### src/rtl/seg_scan_if.sv
// Bundle of display-side signals for seg_scan: digit data/strobe/enables in, decoder/anode drives out.
interface seg_scan_if #(
    parameter int unsigned NUM_DIGITS = 8
);
    logic [4*NUM_DIGITS-1:0] data;
    logic                    load;
    logic [NUM_DIGITS-1:0]   digit_en;
    logic [3:0]              num;
    logic [NUM_DIGITS-1:0]   an;
    logic [2:0]              slot;

    modport master (
        output data, load, digit_en,
        input  num, an, slot
    );

    modport slave (
        input  data, load, digit_en,
        output num, an, slot
    );
endinterface

### src/rtl/seg_scan.sv
// Time-multiplexed common-anode 7-segment scanner with an all-off gap at the start of each slot.
// Define SEG_SCAN_ZERO_BLANK_EN to add leading-zero suppression of positions 1 and up.
module seg_scan #(
    parameter int unsigned NUM_DIGITS   = 8,
    parameter int unsigned SCAN_DIV     = 100000,
    parameter int unsigned BLANK_CYCLES = 1000
) (
    input logic       clk,
    input logic       rst_n,
    seg_scan_if.slave bus
);
    localparam int unsigned IdxW = (NUM_DIGITS > 1) ? $clog2(NUM_DIGITS) : 1;
    localparam int unsigned CntW = $clog2(SCAN_DIV);
    localparam logic [CntW-1:0] CntMax = CntW'(SCAN_DIV - 1);
    localparam logic [IdxW-1:0] IdxMax = IdxW'(NUM_DIGITS - 1);

    typedef enum logic {StBlank, StOn} state_e;
    localparam state_e StReset = (BLANK_CYCLES == 0) ? StOn : StBlank;

    logic [4*NUM_DIGITS-1:0] shadow_q, shadow_d;
    logic [CntW-1:0]         div_cnt_q, div_cnt_d;
    logic [IdxW-1:0]         idx_q, idx_d;
    state_e                  state_q, state_d;
    logic [NUM_DIGITS-1:0]   an_q, an_d;
    logic [3:0]              num_q, num_d;
    logic [2:0]              slot_q, slot_d;
    logic                    div_wrap;
    logic                    in_blank_d;
    logic [NUM_DIGITS-1:0]   suppress;

    always_comb begin
        shadow_d  = bus.load ? bus.data : shadow_q;
        div_wrap  = (div_cnt_q == CntMax);
        div_cnt_d = div_wrap ? '0 : div_cnt_q + 1'b1;
        idx_d     = idx_q;
        if (div_wrap) begin
            idx_d = (idx_q == IdxMax) ? '0 : idx_q + 1'b1;
        end
    end

    // The FSM tracks the counter value it will hold after this edge, so state_q and div_cnt_q agree.
    if (BLANK_CYCLES == 0) begin : g_no_blank
        assign in_blank_d = 1'b0;
    end else begin : g_blank
        assign in_blank_d = (32'(div_cnt_d) < BLANK_CYCLES);
    end

    always_comb begin
        state_d = state_q;
        unique case (state_q)
            StBlank: if (!in_blank_d) state_d = StOn;
            StOn:    if (in_blank_d)  state_d = StBlank;
            default: state_d = StReset;
        endcase
    end

`ifdef SEG_SCAN_ZERO_BLANK_EN
    // A position is suppressed when it and every position above it hold zero; position 0 never is.
    always_comb begin
        logic zero_above;
        zero_above = 1'b1;
        suppress   = '0;
        for (int i = int'(NUM_DIGITS) - 1; i >= 1; i--) begin
            zero_above  = zero_above & (shadow_q[4*i +: 4] == 4'h0);
            suppress[i] = zero_above;
        end
    end
`else
    assign suppress = '0;
`endif

    always_comb begin
        an_d = '1;
        if (state_q == StOn && bus.digit_en[idx_q] && !suppress[idx_q]) begin
            an_d[idx_q] = 1'b0;
        end
        num_d  = shadow_q[4*idx_q +: 4];
        slot_d = 3'(idx_q);
    end

    always_ff @(posedge clk or negedge rst_n) begin
        if (!rst_n) begin
            shadow_q  <= '0;
            div_cnt_q <= '0;
            idx_q     <= '0;
            state_q   <= StReset;
            an_q      <= '1;
            num_q     <= '0;
            slot_q    <= '0;
        end else begin
            shadow_q  <= shadow_d;
            div_cnt_q <= div_cnt_d;
            idx_q     <= idx_d;
            state_q   <= state_d;
            an_q      <= an_d;
            num_q     <= num_d;
            slot_q    <= slot_d;
        end
    end

    assign bus.an   = an_q;
    assign bus.num  = num_q;
    assign bus.slot = slot_q;
endmodule

### src/flat_wrapper.sv
// flat-port wrapper written by rule: the top's interface ports become plain ports
module seg_scan_flat 
#(
    parameter int unsigned NUM_DIGITS   = 8,
    parameter int unsigned SCAN_DIV     = 100000,
    parameter int unsigned BLANK_CYCLES = 1000
)
  (clk, rst_n, bus_data, bus_load, bus_digit_en, bus_num, bus_an, bus_slot);
  seg_scan_if #(.NUM_DIGITS(NUM_DIGITS)) bus_i ();
  input logic clk;
  input logic rst_n;
  input wire logic [$bits(bus_i.data)-1:0] bus_data;
  input wire logic [$bits(bus_i.load)-1:0] bus_load;
  input wire logic [$bits(bus_i.digit_en)-1:0] bus_digit_en;
  output wire logic [$bits(bus_i.num)-1:0] bus_num;
  output wire logic [$bits(bus_i.an)-1:0] bus_an;
  output wire logic [$bits(bus_i.slot)-1:0] bus_slot;
  assign bus_i.data = bus_data;
  assign bus_i.load = bus_load;
  assign bus_i.digit_en = bus_digit_en;
  assign bus_num = bus_i.num;
  assign bus_an = bus_i.an;
  assign bus_slot = bus_i.slot;
  seg_scan #(.NUM_DIGITS(NUM_DIGITS), .SCAN_DIV(SCAN_DIV), .BLANK_CYCLES(BLANK_CYCLES)) u_core (.clk(clk), .rst_n(rst_n), .bus(bus_i));
endmodule
### config.mk
export PLATFORM = sky130hd
export DESIGN_NAME = seg_scan_flat
export DESIGN_NICKNAME = d
export VERILOG_FILES = /design/src/rtl/seg_scan_if.sv /design/src/rtl/seg_scan.sv /design/src/flat_wrapper.sv
export SDC_FILE = /design/constraint.sdc
export NUM_CORES = 1
export LEC_CHECK = 0
export ABC_CLOCK_PERIOD_IN_PS = 2050
export CAP_MARGIN = 20
export CORE_ASPECT_RATIO = 0.75
export CORE_MARGIN = 1
export CORE_UTILIZATION = 45
export DETAILED_ROUTE_END_ITERATION = 12
export PLACE_DENSITY = 0.73
export SLEW_MARGIN = 0
export SYNTH_ARGS = -nofsm -noshare
export SYNTH_HDL_FRONTEND = slang
export SYNTH_SLANG_ARGS = --single-unit
### constraint.sdc
create_clock -name clk -period 2.05 [get_ports clk]
set_input_delay 0.205 -clock clk [delete_from_list [all_inputs] [get_ports clk]]
set_output_delay 0.205 -clock clk [all_outputs]
set_load 0.02 [all_outputs]
; ---- After elaboration in Yosys (flattened, before gate mapping)
; Memories as Yosys holds them, arrays and structs flattened.
; Cells that the tools add are included.
[word_totals]
regBits = 68
latchBits = 0
mem_bits_rw = 0
mem_bits_ro = 8
input_bits = 43
output_inout_bits = 15
wordCells = 30
memories = 1
[mem_list]
columns = memory, depth, width, read_ports, rd_ports_with_merged_regs, write_ports, line
row1 = (name not given), 8, 1, 1, 0, 0, seg_scan.sv:74  ; if (state_q == StOn && bus.digit_en[idx_q] && !suppress[idx_q]) begin
[op_classes]
addsub = 2
mul = 0
div = 0
order_cmp = 3
eq_ne = 2
n_shift = 1
mux = 9
bitwise_logic = 1
reduce_logical = 4
[ops]
columns = op, n
row1 = 32-bit by 6-bit variable part select with 4-bit output, 1
row2 = 17-bit by 1-bit adder with 17-bit output (second input constant), 1
row3 = 17-bit equality test (second input constant), 1
row4 = 17-bit by 10-bit less-than comparator with 1-bit output (second input constant), 1
row5 = 17-bit two-way mux, 1
row6 = 8-bit two-way mux, 1
row7 = 8-bit NOT, 1
row8 = 3-bit by 4-bit less-than comparator with 1-bit output (second input constant), 1
row9 = 1-bit two-way mux, 4
row10 = 3-bit by 1-bit adder with 3-bit output (second input constant), 1
row11 = 1-bit binary-select mux with 3-bit select, 1
row12 = 1-bit demux with 3-bit select, 1
row13 = 3-bit equality test (second input constant), 1
row14 = 3-bit by 1-bit greater-or-equal comparator with 1-bit output (second input constant), 1
row15 = 1-bit logical AND, 3
row16 = 3-bit two-way mux, 1
row17 = 1-bit logical NOT, 1

; ---- Longest topological paths before layout
[logic_depth]
ltp_word = 6
mapped_depth = 7
depth_no_buf = 6

; ---- Worst setup path after synthesis
; OpenSTA, ideal clock, no wires.
[synth_timing]
kind = register to register
from = register u_core.div_cnt_q[0]
to = register u_core.state_q
setup_ns = 0.139
arrival_time_ns = 1.982
required_ns = 1.911
slack_ns = -0.071
stages_incl_launch_ff = 8
n_path_buf = 1
period_less_slack_ns = 2.121
path_cell_list = dfrtp_1 > ha_1 > buf_6 > and4_1 > nand4_1 > xnor2_1 > a2111oi_2 > or4b_1
[synth_via]
elab_chain_len = 4
elab_cells_between_ends = 5
cone_classes = add/sub (1) / order compare (1) / eq/ne (1) / mux (2)
[synth_rtl]
columns = element, line
row1 = "start, declared", seg_scan.sv:21  ; logic [CntW-1:0] div_cnt_q, div_cnt_d;
row2 = "start signal, assigned", seg_scan.sv:92  ; div_cnt_q <= div_cnt_d;
row3 = 17-bit by 1-bit adder with 17-bit output / 17-bit equality test (equally long branches), "seg_scan.sv:34, seg_scan.sv:33"
row4 = 17-bit two-way mux *, seg_scan.sv:34  ; div_cnt_d = div_wrap ? '0 : div_cnt_q + 1'b1;
row5 = named net u_core.div_cnt_d[14], seg_scan.sv:21
row6 = 17-bit by 10-bit less-than comparator with 1-bit output *, seg_scan.sv:45  ; assign in_blank_d = (32'(div_cnt_d) < BLANK_CYCLES);
row7 = 1-bit two-way mux *, "seg_scan.sv:51, seg_scan.sv:52"
row8 = named net u_core.state_d, seg_scan.sv:23  ; state_e state_q, state_d;
row9 = "end signal, assigned", seg_scan.sv:86  ; state_q <= StReset;
row10 = "end signal, assigned", seg_scan.sv:94  ; state_q <= state_d;
row11 = "end, declared", seg_scan.sv:23
; Mark *: on every way through the listed nets, which the timed path passes. The rest lies on a longest branch.
; A chain may end at the register's enable or synchronous reset.

; ---- Worst setup path in the final report
[layout_timing]
from = register u_core.div_cnt_q[6]
to = register u_core.state_q
[layout_via]
elab_chain_len = 4
elab_cells_between_ends = 5
cone_classes = add/sub (1) / order compare (1) / eq/ne (1) / mux (2)
[layout_rtl]
columns = element, line
row1 = 17-bit by 1-bit adder with 17-bit output / 17-bit equality test (equally long branches), "seg_scan.sv:34, seg_scan.sv:33"
row2 = 17-bit two-way mux *, seg_scan.sv:34
row3 = 17-bit by 10-bit less-than comparator with 1-bit output *, seg_scan.sv:45
row4 = 1-bit two-way mux *, "seg_scan.sv:51, seg_scan.sv:52"
row5 = named net u_core.state_d, seg_scan.sv:23
; Marked as above.

==> results.tsv <==
metric	value	unit
# diodes	0	
die width	99.3	um
DIE HEIGHT	75.0	um
dpl ws	-0.00167	ns
Cell variety after synth	50	
Nets	370	
maximum vdd drop	0.418	mV
Post-Route WL	6820	um
fin crit period	2.00	ns
RSZ-0062 raised after global routing	yes	
top_reg_cell synth	dfrtp_1	
total track usage	20.2	%
WL/cell	16.5	um
post-synthesis sequential area ratio	53.6	%
row cnt	26	
Async S/R FF share, synth	100	%
Die Footprint	7440	sq um
CTS root buf	clkbuf_8	
Overflow after GRT	0	
share of cells above drive strength 1	33.7	%
vias in the first global route	2283	
Max Buffers Root-to-Sink	2	
CP arrival	2.21	ns
Req. time, crit path	2.26	ns
slew margin rel.	60.4	%
Total Neg Setup Slack	0	ns
leakage power	1.79	nW
Mapped Avg Cell Area	12.9	sq um
Seq cells post-synth	68	
Net Count, Synth	294	
Synth-to-Final Area Change	33.3	%
Layout Cells excl Fill	413	
Hold Vio Cnt, Final	0	
register area	1720	sq um
maxcap violations	0	
Yosys top cell area share	47.0	%
setup violators final	0	
clock sink count	68	
via/cell ratio	5.44	
starting DRC count in detailed routing	113	
CTS buffer count	9	
initial antenna violation count	0	
Final Core Density	62.3	%
Clock Skews	0.00874	ns
Remaining DRCs	0	
global-route wire length before repair	11300	um
Crit Path Class	flip-flop to flip-flop	
Filler cells	563	
number of nets still failing antenna checks after routing	0	
CP Max Fanout	8	
crit path capture type	flip-flop	
Post-synth EDFFs	0	
Area contributors post-synth	dfrtp_1 (47%), mux2_2 (12%), dfstp_2 (6.6%), mux4_2 (4.2%), nand2_1 (2.0%)	
htree depth	3	
CTS tree	built	
Slew @ Worst Pin	0.594	ns
cell taking the most area after synthesis	dfrtp_1	
total power	0.00279	W
synthesized cell area	3190	sq um
Worst-Skew Late Latency	0.34	ns
Core Area	6830	sq um
multi-input combinational cell area	1470	sq um
Pre-Repair DR Iteration Count	4	
GPL Wtd Cong	0.852	
Worst setup SP type	flip-flop	
Synth Warn #	0	
pwr dens	656	nW/um^2
status	finished clean	
Max Fclk	0.500	GHz
initial core utilization	46.8	%
vias post-DR	2248	
Hold Crit Class	primary input to async pin	
part of the cycle the worst path needs	97.5	%
# placed instances	394	
I/O pin cnt	58	
Post-Synthesis Cells	248	
Post-DP HPWL	4880	um
count of input and output buffers	57	
Final Slew Violations	0	
clock transition at the registers of the reported paths	0.07	ns
fin worst setup slack	0.0519	ns
largest net degree at the start of global routing	44	
critical path: stages (launching register included):
cell      delay [ns]
dfrtp_1         0.38
buf_4           0.17
nor4b_4         0.35
nand4_4         0.18
a211oi_2        0.26
a31oi_1         0.06
or4b_1          0.50
what timing repair did:
action	in CTS	in global routing
setup buffers	0	2
hold buffers	1	0
hold endpoints to repair	17	0
resized for setup	1	10
pin swaps	0	6
setup endpoints to repair	1	1
flip-flops by register name (all words and copies together) (netlist names):
name	cells
u_core.shadow_q	32
u_core.div_cnt_q	17
u_core.bus.an	8
u_core.bus.num	4
u_core.bus.slot	3
u_core.idx_q	3
u_core.state_q	1
layout make-up:
type                    count  area share (%)
clock buffers              12            3.41
clock inverters             4            1.15
inverters                   1          0.0882
multi-input cells         163            34.4
flip-flops and latches     68            40.3
well taps                  84            2.47
repair buffers             81            18.2
cells by family after synthesis:
| logic type | synth area share, % |
|---|---|
| muxes | 18.1 |
| buffers and inverters | 2.70 |
| xor gates and xnor gates | 3.56 |
| adders and majority gates | 1.18 |
| and+or+nand+nor | 15.6 |
| DFF | 53.6 |
| AOI/OAI and AO/OA | 5.25 |
cell usage after synthesis, types with 4 or more instances:
| cell | count |
|---|---|
| nor2_1 | 14 |
| mux2i_1 | 5 |
| a31oi_1 | 5 |
| xor2_1 | 6 |
| nand2_1 | 17 |
| nand4_1 | 6 |
| dfrtp_1 | 60 |
| mux4_2 | 6 |
| nor2b_1 | 4 |
| clkbuf_1 | 5 |
| dfstp_2 | 8 |
| mux2_2 | 35 |
| buf_2 | 5 |
| nand3_1 | 10 |
| xnor2_1 | 7 |
per-layer routing:
| metal | global-route usage, % | up-vias | routed length [um] |
|---|---|---|---|
| met4 | 6.37 | 0 | 91 |
| met1 | 28.0 | 1111 | 3420 |
| met2 | 31.6 | 67 | 2960 |
| li1 | - | 1061 | - |
| met5 | 0 | - | 0 |
| met3 | 5.29 | 9 | 339 |
worst paths after layout:
check                                           startpoint                         endpoint  slack [ns]  depth (start not counted)
setup / recovery             u_core.div_cnt_q[6]$_DFF_PN0_         u_core.state_q$_DFF_PN0_        0.05                          6
setup reg to reg             u_core.div_cnt_q[6]$_DFF_PN0_         u_core.state_q$_DFF_PN0_        0.05                          6
hold / removal                                       rst_n   u_core.div_cnt_q[15]$_DFF_PN0_        0.40                          2
min in group clk                              bus_data[28]  u_core.shadow_q[28]$_DFFE_PN0P_        0.48                          2
hold reg to reg            u_core.shadow_q[28]$_DFFE_PN0P_  u_core.shadow_q[28]$_DFFE_PN0P_        0.51                          1
max in group asynchronous                            rst_n    u_core.div_cnt_q[3]$_DFF_PN0_        0.99                          3
power breakdown:
part	total (W)	internal [W]	switching (W)
Sequential	0.00145	0.00141	0.0000344
Combinational	0.000258	0.000170	0.0000881
Clock	0.00109	0.000594	0.000493
stage by stage:
step           area, sq um  hold slack [ns]
4_1_cts               4190            0.405
3_3_place_gp          3980            0.234
5_1_grt               4260            0.449
6_report              4260            0.400
2_1_floorplan         3210          -0.0906
3_5_place_dp          3980            0.242
cell usage in the layout (no fill, tap or decap), types with 2 or more instances in the layout:
master	netlist	final
clkbuf_1	5	2
buf_12	0	2
o221ai_1	3	3
a21oi_1	3	3
nor2_1	14	14
nor4_2	0	2
nor4b_4	2	2
clkdlybuf4s50_1	0	56
o21ai_0	2	2
a22oi_1	2	2
a31oi_1	5	5
dfrtp_1	60	57
and4b_1	2	2
xnor2_1	7	7
mux2i_1	5	5
dfrtp_2	0	3
nand3_1	10	10
nand4_1	6	6
clkbuf_8	0	10
nand2_1	17	16
a21o_1	2	2
buf_4	0	21
nand2b_1	2	2
clkinv_2	0	2
nor3_2	0	2
xor2_1	6	6
and4_2	2	2
mux2_2	35	35
dfstp_2	8	8
nor2b_1	4	4
mux4_2	6	6
ha_1	3	2
(Power assumes the default switching activity.)
